===== src/rtl/prog_loader_pipeline.sv =====
// Host-driven program/data loader: parses header/data/checksum frames into
// imem/dmem write strobes and holds the core in reset until a GO command.
module prog_loader_pipeline #(
  parameter int ADDR_WIDTH = 8,
  parameter int DATA_WIDTH = 32
) (
  input  logic                  clock,
  input  logic                  reset,
  input  logic                  in_valid,
  input  logic [DATA_WIDTH-1:0] in_data,
  output logic                  in_ready,
  output logic                  imem_we,
  output logic [ADDR_WIDTH-1:0] imem_addr,
  output logic [DATA_WIDTH-1:0] imem_wdata,
  output logic                  dmem_we,
  output logic [ADDR_WIDTH-1:0] dmem_addr,
  output logic [DATA_WIDTH-1:0] dmem_wdata,
  output logic                  core_hold,
  output logic                  load_done,
  output logic                  load_error,
  output logic [15:0]           word_count
);

  localparam logic [1:0] S_HDR  = 2'd0;
  localparam logic [1:0] S_DATA = 2'd1;
  localparam logic [1:0] S_CSUM = 2'd2;
  localparam logic [1:0] S_RUN  = 2'd3;

  logic [1:0]            state_q, state_d;
  logic                  target_q, target_d;
  logic [ADDR_WIDTH-1:0] base_q, base_d;
  logic [13:0]           n_q, n_d;
  logic [13:0]           idx_q, idx_d;
  logic [DATA_WIDTH-1:0] csum_q, csum_d;
  logic                  imem_we_q, imem_we_d;
  logic [ADDR_WIDTH-1:0] imem_addr_q, imem_addr_d;
  logic [DATA_WIDTH-1:0] imem_wdata_q, imem_wdata_d;
  logic                  dmem_we_q, dmem_we_d;
  logic [ADDR_WIDTH-1:0] dmem_addr_q, dmem_addr_d;
  logic [DATA_WIDTH-1:0] dmem_wdata_q, dmem_wdata_d;
  logic                  core_hold_q, core_hold_d;
  logic                  load_done_q, load_done_d;
  logic                  load_error_q, load_error_d;
  logic [15:0]           word_count_q, word_count_d;

  logic                  xfer;
  logic [ADDR_WIDTH-1:0] wr_addr;

  assign in_ready = (state_q != S_RUN);
  assign xfer     = in_valid & in_ready;
  // Address wraps modulo the memory size by truncation.
  assign wr_addr  = base_q + idx_q[ADDR_WIDTH-1:0];

  always_comb begin
    state_d      = state_q;
    target_d     = target_q;
    base_d       = base_q;
    n_d          = n_q;
    idx_d        = idx_q;
    csum_d       = csum_q;
    imem_we_d    = 1'b0;
    imem_addr_d  = imem_addr_q;
    imem_wdata_d = imem_wdata_q;
    dmem_we_d    = 1'b0;
    dmem_addr_d  = dmem_addr_q;
    dmem_wdata_d = dmem_wdata_q;
    core_hold_d  = core_hold_q;
    load_done_d  = 1'b0;
    load_error_d = load_error_q;
    word_count_d = word_count_q;
    case (state_q)
      S_HDR: begin
        if (xfer) begin
          if (in_data[30]) begin
            // A GO after a checksum failure is swallowed; core stays held.
            if (!load_error_q) begin
              state_d     = S_RUN;
              core_hold_d = 1'b0;
            end
          end else begin
            target_d = in_data[31];
            base_d   = in_data[ADDR_WIDTH-1:0];
            n_d      = in_data[29:16];
            idx_d    = '0;
            csum_d   = '0;
            state_d  = (in_data[29:16] != 14'd0) ? S_DATA : S_CSUM;
          end
        end
      end
      S_DATA: begin
        if (xfer) begin
          if (target_q) begin
            dmem_we_d    = 1'b1;
            dmem_addr_d  = wr_addr;
            dmem_wdata_d = in_data;
          end else begin
            imem_we_d    = 1'b1;
            imem_addr_d  = wr_addr;
            imem_wdata_d = in_data;
          end
          csum_d = csum_q ^ in_data;
          idx_d  = idx_q + 14'd1;
          if (idx_q + 14'd1 == n_q) state_d = S_CSUM;
          if (word_count_q != '1) word_count_d = word_count_q + 16'd1;
        end
      end
      S_CSUM: begin
        if (xfer) begin
          if (in_data == csum_q) load_done_d  = 1'b1;
          else                   load_error_d = 1'b1;
          state_d = S_HDR;
        end
      end
      S_RUN: begin
        core_hold_d = 1'b0;
      end
    endcase
  end

  always_ff @(posedge clock or negedge reset) begin
    if (!reset) begin
      state_q      <= S_HDR;
      target_q     <= 1'b0;
      base_q       <= '0;
      n_q          <= '0;
      idx_q        <= '0;
      csum_q       <= '0;
      imem_we_q    <= 1'b0;
      imem_addr_q  <= '0;
      imem_wdata_q <= '0;
      dmem_we_q    <= 1'b0;
      dmem_addr_q  <= '0;
      dmem_wdata_q <= '0;
      core_hold_q  <= 1'b1;
      load_done_q  <= 1'b0;
      load_error_q <= 1'b0;
      word_count_q <= '0;
    end else begin
      state_q      <= state_d;
      target_q     <= target_d;
      base_q       <= base_d;
      n_q          <= n_d;
      idx_q        <= idx_d;
      csum_q       <= csum_d;
      imem_we_q    <= imem_we_d;
      imem_addr_q  <= imem_addr_d;
      imem_wdata_q <= imem_wdata_d;
      dmem_we_q    <= dmem_we_d;
      dmem_addr_q  <= dmem_addr_d;
      dmem_wdata_q <= dmem_wdata_d;
      core_hold_q  <= core_hold_d;
      load_done_q  <= load_done_d;
      load_error_q <= load_error_d;
      word_count_q <= word_count_d;
    end
  end

  assign imem_we    = imem_we_q;
  assign imem_addr  = imem_addr_q;
  assign imem_wdata = imem_wdata_q;
  assign dmem_we    = dmem_we_q;
  assign dmem_addr  = dmem_addr_q;
  assign dmem_wdata = dmem_wdata_q;
  assign core_hold  = core_hold_q;
  assign load_done  = load_done_q;
  assign load_error = load_error_q;
  assign word_count = word_count_q;

endmodule


===== config.mk =====
export PLATFORM = sky130hd
export DESIGN_NAME = prog_loader_pipeline
export DESIGN_NICKNAME = d
export VERILOG_FILES = /design/src/rtl/prog_loader_pipeline.sv
export SDC_FILE = /design/constraint.sdc
export NUM_CORES = 1
export LEC_CHECK = 0
export ABC_CLOCK_PERIOD_IN_PS = 2500
export CAP_MARGIN = 5
export CORE_ASPECT_RATIO = 1.25
export CORE_MARGIN = 2
export CORE_UTILIZATION = 53
export CTS_CLUSTER_DIAMETER = 50
export DETAILED_ROUTE_END_ITERATION = 12
export PLACE_DENSITY_LB_ADDON = 0.15
export SETUP_SLACK_MARGIN = 0.05
export SYNTH_ARGS = -nofsm -noshare
export SYNTH_HDL_FRONTEND = slang
export SYNTH_SLANG_ARGS = --single-unit

===== constraint.sdc =====
create_clock -name clock -period 2.5 [get_ports clock]
set_input_delay 0.25 -clock clock [delete_from_list [all_inputs] [get_ports clock]]
set_output_delay 0.25 -clock clock [all_outputs]
set_load 0.01 [all_outputs]

==> results.ini, run 1 <==
[final_layout]
drive_gt1_share_pct = 14.9
final-instance-count-excl-fill = 1149
final_nets = 1006
fill_cells = 1132
n_antenna_cell = 0
syn2layout_area_growth_pct = 29.9
seqCellArea_sq_mm = 0.00431
multi_input_comb_area_sq_mm = 0.00356
final_core_util_pct = 70.0

[synth]
synth-async-reset-ratio_pct = 100
post_synth_num_cell_types = 49
yosys-top-cells-area = sky130_fd_sc_hd__dfrtp_1, sky130_fd_sc_hd__nand2_1, sky130_fd_sc_hd__mux2_2, sky130_fd_sc_hd__xnor2_1, sky130_fd_sc_hd__o21ai_0
synth_sequential_area_ratio_pct = 53.7
synthDominantCellAreaShare_pct = 53.3
avgSynthCellArea_sq_um = 10.1
synth_enable_flop_cells = 0
synth_seq_cells = 172
complex_gate_fraction_of_the_synthesized_area_pct = 9.40
synthXorXnorAreaFrac_pct = 7.86
netlist.top_cell.by_area = sky130_fd_sc_hd__dfrtp_1
synthMostInstantiatedCell = sky130_fd_sc_hd__dfrtp_1
synth_top_family_by_area = simple AND/OR/NAND/NOR gates
yosys-mux-area-fraction_pct = 8.17
synth_warnings = 0
synth.cell_area_sq_mm = 0.00802
synthCells = 792
syn_nets = 842
synth_simple_gate_area_share_pct = 16.2
yosys.area_share.adder_pct = 2.43
synth_flop_cell = sky130_fd_sc_hd__dfrtp_1
synthTopCellsByCount = sky130_fd_sc_hd__dfrtp_1, sky130_fd_sc_hd__nand2_1, sky130_fd_sc_hd__o21ai_0

[timing]
finClkSkew_ps = 7.70
hold_violations = 0
slew_headroom_pct = 59.3
totalNegativeSetupSlack_ps = 0
period_needed_ps = 2360
slew_of_the_pin_with_the_lowest_slew_margin_ps = 610
fin_hold_ws_ps = 371
report.final.slew_viol_count = 0
timing.final.setup_violations = 0
grt_setup_unrepaired = false
maxClockFrequency_ghz = 0.424
worst_path_setup_slack_after_routing_ps = 142
final.period_utilization_pct = 94.3

[pwr]
power_leakage_nw = 4.57
ir_worst_vdd_mv = 0.642
pwr_density_cell_mw_per_mm2 = 1150

[clock_network]
cts_bufs_inserted = 17
clk_pin_slew_worst_paths_ps = 60
cts_root_buffer = sky130_fd_sc_hd__clkbuf_16
clockBufferDepth = 2
cts_num_sinks = 172
htree_levels = 4
clock_latency_ps = 430
tritoncts_clock_tree = built

[routing]
post_dr_vias_cell = 5.52
antenna_left = 0
vias = 6342
wire_per_inst_um = 17.2
drtPass1Iterations = 4
drc = 0
detailedRoute.firstIterationViolations = 480
drt_wirelength_mm = 19.8

[min_path]
min-delay-path-class = in -> async

[global_route]
globalRouteOverflowTotal = 0
number_of_global_route_vias_before_repair = 6546
grt_first_pass_wirelength_mm = 32.7
grt_antenna_before_repair = 0
grt_max_degree = 66
grt_util_all_layers_pct = 25.8

[job]
drv.max_cap_violation_count = 0

[worst_setup_path]
critical_path_class = reg -> reg
path_max_fanout = 5
worstSetupEndpointType = register
worst-endpoint-arrival_ps = 2680
rr_startpoint = state_q[1]
critical_path.startpoint_type = register
timing.reg2reg.setup_slack_ps = 140
reg2regPathDepth = 9
worstPathRequired_ps = 2820
regToRegEndpoint = state_q[1]

[floorplanning]
fp.dieArea_sq_mm = 0.0161
fp.dieH_um = 142
fp.dieW_um = 114
coreArea_sq_mm = 0.0149
initial_core_util_pct = 53.9
design.portCount = 137
num_rows = 50

[place]
placement.io_buffers = 136
dpl.hpwl_mm = 14.1
gp_congestion = 0.900
numPlacedInstances = 1117
place_worst_setup_slack_ps = 93.1

[outcome]
status = finished, final reports clean

==> final cells by class <==
type                    count  share of cell area [%]
clock buffers              23                    4.49
clock inverters             7                   0.876
inverters                  11                   0.396
multi-input cells         573                    34.2
flip-flops and latches    172                    41.3
well taps                 182                    2.18
repair buffers            181                    16.6
==> placed cells by master (no fill, tap or decap), drive strengths merged, types with 6 or more instances in the layout <==
cell           instances
dfrtp                171
nand2                169
clkdlybuf4s50        135
o21ai                106
xnor2                 63
mux2                  57
nor2                  51
buf                   45
clkbuf                23
nand4                 17
ha                    14
nand3                 13
inv                   10
nor2b                 10
xor2                   9
a21oi                  9
nor4                   8
nor3                   7
o31ai                  6
==> report_power, final <==
part / leakage, nW / switching, mW / internal [mW]
registers: 2.18 / 0.764 / 3.87
clock network: 0.273 / 1.03 / 1.51
logic: 2.12 / 2.24 / 2.56
total: 4.57 / 4.03 / 7.93
==> stage by stage <==
| step | instance area [sq um] | power, mW |
|---|---|---|
| after global placement | 9840 | 9.20 |
| after CTS | 10400 | 12.0 |
| after global routing | 10400 | 12.7 |
| final | 10400 | 12.0 |
| after detailed placement | 9840 | 9.44 |
| after floorplan | 8020 | 7.09 |
==> worst max-delay path, stage by stage (launching register included) <==
cell                        delay, ps
sky130_fd_sc_hd__dfrtp_1          430
sky130_fd_sc_hd__inv_1             90
sky130_fd_sc_hd__ha_1             210
sky130_fd_sc_hd__nor3_1           170
sky130_fd_sc_hd__o21ai_1          110
sky130_fd_sc_hd__nor3_1           210
sky130_fd_sc_hd__nand4_1          190
sky130_fd_sc_hd__a2111oi_4        360
sky130_fd_sc_hd__a31oi_2          170
sky130_fd_sc_hd__mux2_4           310
==> state kept, by name, summed over array words and instances (netlist names), 2 cells and up <==
name / count
base_q: 8
csum_q: 32
dmem_addr: 8
dmem_wdata: 32
idx_q: 14
imem_addr: 8
imem_wdata: 32
n_q: 14
state_q: 2
word_count: 16
==> timing repair <==
item | 4_1_cts | 5_1_grt
hold buffers | 1 | 0
hold endpoints to repair | 62 | 0
buffers inserted | 0 | 1
resized for setup | 0 | 3
endpoints found under the setup margin | 0 | 2
==> worst max-delay path by stage <==
stage	start	to	cells past startpoint	slack, ps
after floorplan	idx_q[0]	state_q[1]	9	190
after global placement	in_valid	state_q[1]	8	120
after detailed placement	in_valid	state_q[1]	8	90
after CTS	state_q[0]	state_q[1]	9	70
after global routing	idx_q[2]	state_q[1]	8	40
final	state_q[1]	state_q[1]	9	140
==> logic make-up after synthesis <==
family,after synthesis
compound gates,135
simple gates,293
xor+xnor,72
buf+inv,47
mux,58
fa+ha+maj,15
flops,172
==> per-layer routing <==
layer	vias to the layer above	routed length, um	global-route usage [%]
met5	-	0	0
met2	188	10100	44.9
li1	3010	-	-
met3	24	929	5.25
met1	3120	8370	32.2
met4	0	329	8.54
Power figures use the tool's default switching activity.
==> run 2: changes to the inputs <==
==> constraint.sdc (replaced) <==
create_clock -name clock -period 2.5 [get_ports clock]
set_input_delay 0.375 -clock clock [delete_from_list [all_inputs] [get_ports clock]]
set_output_delay 0.375 -clock clock [all_outputs]
set_load 0.01 [all_outputs]
==> run 2 against run 1 <==
Compared with the run above: clock skew shrank 1.5 ps; die area is the same; clock power grew 12%; sequential cell count is the same; largest cell class unchanged; largest power group unchanged; critical path type unchanged; non-clock buffer count grew 8; via count grew 0.28%; sequential power is essentially flat.
==> results.ini, run 2 (synthesized netlist as in run 1, its figures left out) <==
[global_route]
grt_first_pass_wirelength_mm = 32.9  ; was 32.7 mm
grt_antenna_before_repair = 0  ; unchanged
number_of_global_route_vias_before_repair = 6562  ; was 6546
grt_util_all_layers_pct = 25.8  ; about the same
grt_max_degree = 86  ; was 66
globalRouteOverflowTotal = 0  ; unchanged

[clock_network]
tritoncts_clock_tree = built  ; unchanged
clockBufferDepth = 2  ; unchanged
clock_latency_ps = 430  ; about the same
cts_root_buffer = sky130_fd_sc_hd__clkbuf_16  ; unchanged
htree_levels = 4  ; unchanged
cts_bufs_inserted = 17  ; unchanged
clk_pin_slew_worst_paths_ps = 60  ; about the same
cts_num_sinks = 172  ; unchanged

[worst_setup_path]
worst-endpoint-arrival_ps = 2650  ; was 2680 ps
cpLargestDelayFamily = multiplexers  ; was compound AO/OA/AOI/OAI gates
critical_path_class = reg -> reg  ; unchanged
timing.reg2reg.setup_slack_ps = 170  ; was 140 ps
critical_path.startpoint_type = register  ; unchanged
crit_slowest_cell = sky130_fd_sc_hd__dfrtp_1  ; unchanged
worst_path_largest_cell_delay_ps = 350  ; was 430 ps
worstSetupEndpointType = register  ; unchanged
path_cells = ha_1, nand3_2, or2_0, xnor2_1, mux2_2, o21ai_0, buf_4, a31oi_2, mux2_4  ; was inv_1, ha_1, nor3_1, o21ai_1, nor3_1, nand4_1, a2111oi_4, a31oi_2, mux2_4
path_max_fanout = 7  ; was 5
worstPathRequired_ps = 2820  ; about the same
worstPathBufferInverterCount = 1  ; unchanged

[routing]
drtPass1Iterations = 5  ; was 4
drt_wirelength_mm = 19.7  ; was 19.8 mm
vias = 6360  ; was 6342
drc = 0  ; unchanged
post_dr_vias_cell = 5.49  ; was 5.52
antenna_left = 0  ; unchanged
detailedRoute.firstIterationViolations = 345  ; was 480
wire_per_inst_um = 17.0  ; was 17.2 um

[timing]
totalNegativeSetupSlack_ps = 0  ; unchanged
finClkSkew_ps = 6.18  ; was 7.70 ps
report.final.slew_viol_count = 0  ; unchanged
hold_violations = 0  ; unchanged
slew_headroom_pct = 58.2  ; was 59.3%
grt_setup_unrepaired = true  ; was false
timing.final.setup_violations = 0  ; unchanged
period_needed_ps = 2330  ; was 2360 ps
slew_of_the_pin_with_the_lowest_slew_margin_ps = 626  ; was 610 ps
final.period_utilization_pct = 93.2  ; was 94.3%
maxClockFrequency_ghz = 0.429  ; was 0.424 GHz

[final_layout]
syn2layout_area_growth_pct = 31.7  ; was 29.9%
n_antenna_cell = 0  ; unchanged
stdcell_area_sq_mm = 0.0106  ; was 0.0104 sq mm
drive_gt1_share_pct = 16.3  ; was 14.9%
final_cell_mix = sky130_fd_sc_hd__dfrtp_1, sky130_fd_sc_hd__nand2_1, sky130_fd_sc_hd__clkdlybuf4s50_1  ; unchanged
mostFrequentLayoutCell = sky130_fd_sc_hd__dfrtp_1  ; unchanged
final_nets = 1014  ; was 1006

[pwr]
pwr_density_cell_mw_per_mm2 = 1160  ; was 1150 mW/mm^2
ir_worst_vdd_mv = 0.679  ; was 0.642 mV
power_leakage_nw = 4.64  ; was 4.57 nW
power_mw = 12.3  ; was 12.0 mW

[place]
dpl.hpwl_mm = 14.1  ; about the same
gp_congestion = 0.900  ; about the same
placement.io_buffers = 136  ; unchanged
dpl-instance-area_sq_mm = 0.00990  ; was 0.00984 sq mm

[outcome]
status = finished, final reports clean  ; unchanged

[floorplanning]
num_rows = 50  ; unchanged
coreArea_sq_mm = 0.0149  ; unchanged
initial_core_util_pct = 53.9  ; unchanged
design.portCount = 137  ; unchanged
fp.dieW_um = 114  ; unchanged
fp.dieArea_sq_mm = 0.0161  ; unchanged
fp.dieH_um = 142  ; unchanged

[min_path]
min-delay-path-class = in -> async  ; unchanged

[job]
drv.max_cap_violation_count = 0  ; unchanged

run 2: power by group:
part	switching, mW	leakage, nW	total (mW)	internal (mW)
Clock	1.12	0.306	2.85	1.73
Sequential	0.764	2.18	4.63	3.87
Combinational	2.24	2.15	4.82	2.58
run 2: cell type report:
type	count	area [sq um]
inverter	11	41.3
clock inverter	13	188
timing repair buffer	189	1790
multi-input combinational	573	3560
clock buffer	19	453
fill	1116	4320
tap	182	228
sequential	172	4310
run 2: worst reg2reg max path, stage by stage (launching register included):
cell                      delay (ps)
sky130_fd_sc_hd__dfrtp_1         350
sky130_fd_sc_hd__ha_1            190
sky130_fd_sc_hd__nand3_2         160
sky130_fd_sc_hd__or2_0           350
sky130_fd_sc_hd__xnor2_1         160
sky130_fd_sc_hd__mux2_2          260
sky130_fd_sc_hd__o21ai_0         180
sky130_fd_sc_hd__buf_4           160
sky130_fd_sc_hd__a31oi_2         110
sky130_fd_sc_hd__mux2_4          310
run 2: layer usage:
metal	track usage, %	part of all wire (%)	wire length, um	vias to the layer above
met4	9.18	2.2	430	0
met3	5.34	5.0	987	32
met2	43.5	51	10000	189
met5	0	0	0	-
li1	-	-	-	3022
met1	33.0	42	8310	3117
run 2: what timing repair did:
item	4_1_cts	5_1_grt
resized for setup	1	2
setup endpoints to repair	2	4
hold buffers	1	0
setup buffers	0	1
endpoints found under the hold margin	36	0
pin swaps	0	3
run 2: final timing paths:
path                               startpoint       endpoint  cells past startpoint
worst max-delay path                 idx_q[0]     state_q[1]                      9
worst min-delay path                    reset  word_count[4]                      2
worst max register to register       idx_q[0]     state_q[1]                      9
worst min register to register  imem_wdata[3]  imem_wdata[3]                      2
max in group asynchronous               reset      core_hold                      3
min in group clock              imem_wdata[3]  imem_wdata[3]                      2
run 2: through the flow:
step,util [%],cells,setup WS [ps],hold slack [ps]
final,71.0,1159,170,409
after global routing,71.0,1159,-22.4,437
after CTS,70.9,1158,76.1,401
after detailed placement,66.5,1125,-29.8,298
after global placement,66.5,1125,2.40,298
after floorplan,-,792,191,79.4
==> run 3: changes to the inputs <==
CTS_CLUSTER_SIZE = 25   (was not set)
==> results of run 3 <==
Final layout, timing and power as in run 2 (identical DEF).
